### config.mk
export PLATFORM = sky130hd
export DESIGN_NAME = inv_key_expansion
export DESIGN_NICKNAME = d
export VERILOG_FILES = /design/src/rtl/inv_key_expansion.sv
export SDC_FILE = /design/constraint.sdc
export NUM_CORES = 2
export LEC_CHECK = 0
export CORE_MARGIN = 3
export CORE_UTILIZATION = 56
export DETAILED_ROUTE_END_ITERATION = 10
export PLACE_DENSITY_LB_ADDON = 0.3
export SLEW_MARGIN = 20
export SYNTH_ARGS = -nofsm -noshare
export SYNTH_HDL_FRONTEND = slang
export SYNTH_SLANG_ARGS = --single-unit
### constraint.sdc
create_clock -name clk -period 20.1 [get_ports clk]
set_clock_uncertainty 0.05 [all_clocks]
set_input_delay 2.01 -clock clk [delete_from_list [all_inputs] [get_ports clk]]
set_output_delay 2.01 -clock clk [all_outputs]
set_load 0.02 [all_outputs]
### src/rtl/inv_key_expansion.sv
// Iterative AES-128 inverse key schedule: emits round keys 10 down to 0, one
// per valid/ready transfer, regenerating each previous key from the current one.
module inv_key_expansion (
    input  logic         clk,
    input  logic         rst,
    input  logic         start,
    input  logic [127:0] keyIn,
    input  logic         keyReady,
    output logic [127:0] keyOut,
    output logic [3:0]   roundOut,
    output logic         keyValid,
    output logic         busy,
    output logic         done
);

    typedef enum logic [0:0] {IDLE = 1'b0, RUN = 1'b1} state_t;

    state_t       state_r;
    logic [127:0] key_r;
    logic [3:0]   round_r;
    logic         valid_r;
    logic         busy_r;
    logic         done_r;
    logic [127:0] prev_key_s;
    logic         xfer_s;

    function automatic logic [7:0] xtime(input logic [7:0] a);
        return {a[6:0], 1'b0} ^ (a[7] ? 8'h1b : 8'h00);
    endfunction

    function automatic logic [7:0] gf_mul(input logic [7:0] a, input logic [7:0] b);
        logic [7:0] p;
        logic [7:0] t;
        p = 8'h00;
        t = a;
        for (int i = 0; i < 8; i++) begin
            if (b[i]) begin
                p = p ^ t;
            end else begin
                p = p;
            end
            t = xtime(t);
        end
        return p;
    endfunction

    // S-box as multiplicative inverse (x^254, so 0 maps to 0) followed by the affine map.
    function automatic logic [7:0] sbox_byte(input logic [7:0] x);
        logic [7:0] sq;
        logic [7:0] inv;
        sq  = x;
        inv = 8'h01;
        for (int k = 1; k < 8; k++) begin
            sq  = gf_mul(sq, sq);
            inv = gf_mul(inv, sq);
        end
        return inv ^ {inv[6:0], inv[7]} ^ {inv[5:0], inv[7:6]}
                   ^ {inv[4:0], inv[7:5]} ^ {inv[3:0], inv[7:4]} ^ 8'h63;
    endfunction

    function automatic logic [31:0] sub_word(input logic [31:0] w);
        return {sbox_byte(w[31:24]), sbox_byte(w[23:16]),
                sbox_byte(w[15:8]),  sbox_byte(w[7:0])};
    endfunction

    function automatic logic [31:0] rcon(input logic [3:0] r);
        logic [7:0] c;
        case (r)
            4'd1:    c = 8'h01;
            4'd2:    c = 8'h02;
            4'd3:    c = 8'h04;
            4'd4:    c = 8'h08;
            4'd5:    c = 8'h10;
            4'd6:    c = 8'h20;
            4'd7:    c = 8'h40;
            4'd8:    c = 8'h80;
            4'd9:    c = 8'h1b;
            4'd10:   c = 8'h36;
            default: c = 8'h00;
        endcase
        return {c, 24'h000000};
    endfunction

    // Previous round key from the current one; only word 0 needs the S-box.
    always_comb begin
        logic [31:0] w0, w1, w2, w3, p3;
        w0 = key_r[127:96];
        w1 = key_r[95:64];
        w2 = key_r[63:32];
        w3 = key_r[31:0];
        p3 = w3 ^ w2;
        prev_key_s = {w0 ^ sub_word({p3[23:0], p3[31:24]}) ^ rcon(round_r),
                      w1 ^ w0, w2 ^ w1, p3};
    end

    assign xfer_s = valid_r & keyReady;

    // Schedule FSM; all outputs come straight from these registers.
    always_ff @(posedge clk) begin
        if (rst) begin
            state_r <= IDLE;
            key_r   <= 128'd0;
            round_r <= 4'd0;
            valid_r <= 1'b0;
            busy_r  <= 1'b0;
            done_r  <= 1'b0;
        end else begin
            case (state_r)
                IDLE: begin
                    done_r <= 1'b0;
                    if (start) begin
                        key_r   <= keyIn;
                        round_r <= 4'd10;
                        valid_r <= 1'b1;
                        busy_r  <= 1'b1;
                        state_r <= RUN;
                    end else begin
                        state_r <= IDLE;
                    end
                end
                RUN: begin
                    if (xfer_s && (round_r == 4'd0)) begin
                        valid_r <= 1'b0;
                        busy_r  <= 1'b0;
                        done_r  <= 1'b1;
                        state_r <= IDLE;
                    end else if (xfer_s) begin
                        key_r   <= prev_key_s;
                        round_r <= round_r - 4'd1;
                    end else begin
                        state_r <= RUN;
                    end
                end
                default: begin
                    state_r <= IDLE;
                    valid_r <= 1'b0;
                    busy_r  <= 1'b0;
                    done_r  <= 1'b0;
                end
            endcase
        end
    end

    assign keyOut   = key_r;
    assign roundOut = round_r;
    assign keyValid = valid_r;
    assign busy     = busy_r;
    assign done     = done_r;

endmodule
==> results.md <==
* Gpl congestion at 0.9683
* Ratio of cells with drive above 1 in the final layout at 8.379%
* Syn Inst Count at 8367
* Reg2Reg Depth at 56
* Worst R2R End: keyOut[111]$_SDFFE_PP0P_
* Register area share after synthesis at 4.578%
* Fill cell count at 9846
* Max stage delay cell, worst path: xnor2_1
* Synth area leader: xnor2_1
* Syn. warnings at 0
* WL final at 200900 um
* Syn_nets at 8524
* First-pass GRT wire length at 315500 um
* Top-count cell post-synth: xnor2_1
* FF-to-FF setup slack at 1560 ps
* Tot GR Track Use at 33.00%
* RR Startpoint: keyOut[39]$_SDFFE_PP0P_
* Worst Path Required at 20510 ps
* Worst Tran Pin Value at 1163 ps
* Post-synth EDFFs at 0
* Most frequent CP cell: xnor2_1
* CP max FO at 17
* Slew HR at 22.47%
* Port Buffers at 266
* Worst hold path stage count at 2
* Die area at 0.1157 mm^2
* Drc violations at 0
* Setup bufs post-CTS at 0
* Die width at 340.1 um
* Hold crit path type: reg -> reg
* Post-DP HPWL at 148000 um
* CTS Hold Buffers Added at 0
* Vias per cell at 6.250
* Async SR Flop Fraction at 0%
* FF+latch count, synth at 143
* Avg Inst Size Synth at 7.473 um^2
* Vias in the first global route at 56600
* Setup TNS at 0 ps
* Sink of the worst hold path: done$_SDFFE_PP0P_
* Max Clk Rate at 53.93 MHz
* Clock root cell: clkbuf_16
* Core region area at 0.1098 mm^2
* Post-DRT Antenna Nets at 0
* Largest net degree at the start of global routing at 80
* Area Growth Syn to Fin at 8.376%
* FP Rows at 121
* Top cells by count, synth: 1533 x xnor2_1, 1231 x nor2_1, 899 x nand2_1
* Nets@finish at 8534
* Clk_lat worst skew at 550 ps
* Outcome: completed
* Placed instance area at 0.06710 mm^2
* Initial Util at 56.97%
* H-tree depth at 4
* Fin. Hold Viols at 0
* Minimum clock period after layout at 18540 ps
* Top cell type's share of synthesized area at 21.47%
* CTS-repair resized insts at 0
* Hold_ws at 427.1 ps
* Worst setup SP type: flip-flop
* Vias at 61690
* Drt pass-1 iters at 6
* Hold Path Origin: done$_SDFFE_PP0P_
* Grt ovf at 0
* Fin area at 0.06776 mm^2
* Delay of the slowest cell on the worst path at 830 ps
* Clock buffer depth at 2
* Ports at 267
* Initial drt markers at 6801
* Synthesized area at 0.06253 mm^2
* Tcrit/Tclk final at 92.25%
* Final setup fails at 0
* Pins Over Slew Limit at 0
* Height of the chip at 340.1 um
* WS Path Type: reg -> reg
* CTS Sinks at 143
* Routed WL per cell at 20.36 um
* Maxcap violations at 0
* CTS tree: yes
* RSZ-0062 raised after global routing: false
* Top cells by area, synth: xnor2_1 21%, xnor3_1 13%, nor2_1 7.4%
* Total CTS buffers at 17
* Antenna violations before repair at 11
* Distinct cells, synth at 124
* Critical Path AT at 18950 ps
* Synth Flop Type: dfxtp_1
* CP endpoint kind: flip-flop
* Worst-path clk slew at 120 ps
[metrics by stage]
step / cells / setup slack (ps) / util [%]
after floorplan: 8367 / 4549 / -
after global placement: 9834 / 2186 / 61.13
after detailed placement: 9834 / 1704 / 61.14
after CTS: 9866 / 1657 / 61.69
after global routing: 9866 / 242.1 / 61.73
final: 9870 / 1557 / 61.74
[flip-flops by register name, summed over array words and instances, names as in the netlist, named ones only]
name	flops
state_r	1
done	1
keyOut	128
roundOut	4
busy	1
[how the worst max path moves through the flow]
stage                                  startpoint                  endpoint  slack, ps  cells past startpoint
final                     keyOut[39]$_SDFFE_PP0P_  keyOut[111]$_SDFFE_PP0P_       1560                     56
after CTS                 keyOut[55]$_SDFFE_PP0P_  keyOut[121]$_SDFFE_PP0P_       1660                     53
after detailed placement  keyOut[55]$_SDFFE_PP0P_  keyOut[120]$_SDFFE_PP0P_       1700                     53
after global placement    keyOut[55]$_SDFFE_PP0P_  keyOut[120]$_SDFFE_PP0P_       2190                     53
after floorplan           keyOut[55]$_SDFFE_PP0P_  keyOut[120]$_SDFFE_PP0P_       4550                     64
after global routing      keyOut[55]$_SDFFE_PP0P_  keyOut[120]$_SDFFE_PP0P_        240                     52
[placed cells by master, fill, tap and decap left out, types with 142 or more instances in the layout]
master           count
nor3_1             203
xnor2_1           1498
nand2_1            897
xor2_1             384
nand3_1            205
a21oi_1            554
buf_4              273
dfxtp_1            142
clkdlybuf4s50_1    265
o21ai_0            381
nor2_1            1228
xnor3_1            355
mux2i_1            222
[critical path: cells and delay by family (launching register included)]
kind,cells,cell delay [ps]
XOR/XNOR,18,7410
AO/OA/AOI/OAI,16,3540
AND/OR/NAND/NOR,10,2620
buffers and inverters,6,1840
adder cells (fa/ha/maj),4,1780
flip-flops,1,700
multiplexers,2,480
[area by class of cell]
type	count	area (um^2)	area share, %
tap	1476	1847	2.725
timing repair buffer	539	4713	6.955
inverter	97	365.4	0.5392
clock buffer	17	425.4	0.6278
sequential	143	2867	4.230
antenna	4	10.01	0.01477
multi-input combinational	7579	57350	84.64
clock inverter	15	183.9	0.2714
[cell families (layout without fill, tap and decap cells)]
family / count (synthesis) / after routing / synth area share (%)
adders and majority gates: 27 / 27 / 0.5323
DFF: 143 / 143 / 4.578
muxes: 277 / 277 / 4.582
buffers and inverters: 645 / 668 / 4.284
and+or+nand+nor: 2940 / 2940 / 20.28
xor gates and xnor gates: 2512 / 2512 / 47.02
AOI/OAI and AO/OA: 1823 / 1823 / 18.73
other: 0 / 4 / 0
[metal layers]
| metal | part of all wire, % | global-route usage, % |
|---|---|---|
| met4 | 2.7 | 8.976 |
| met3 | 11 | 6.748 |
| met1 | 42 | 45.51 |
| met5 | 0.020 | 0 |
| met2 | 45 | 52.36 |
Power is left out: the tool's default activity adds up to more than one toggle a clock period on the data nets, which glitch-free logic cannot reach.
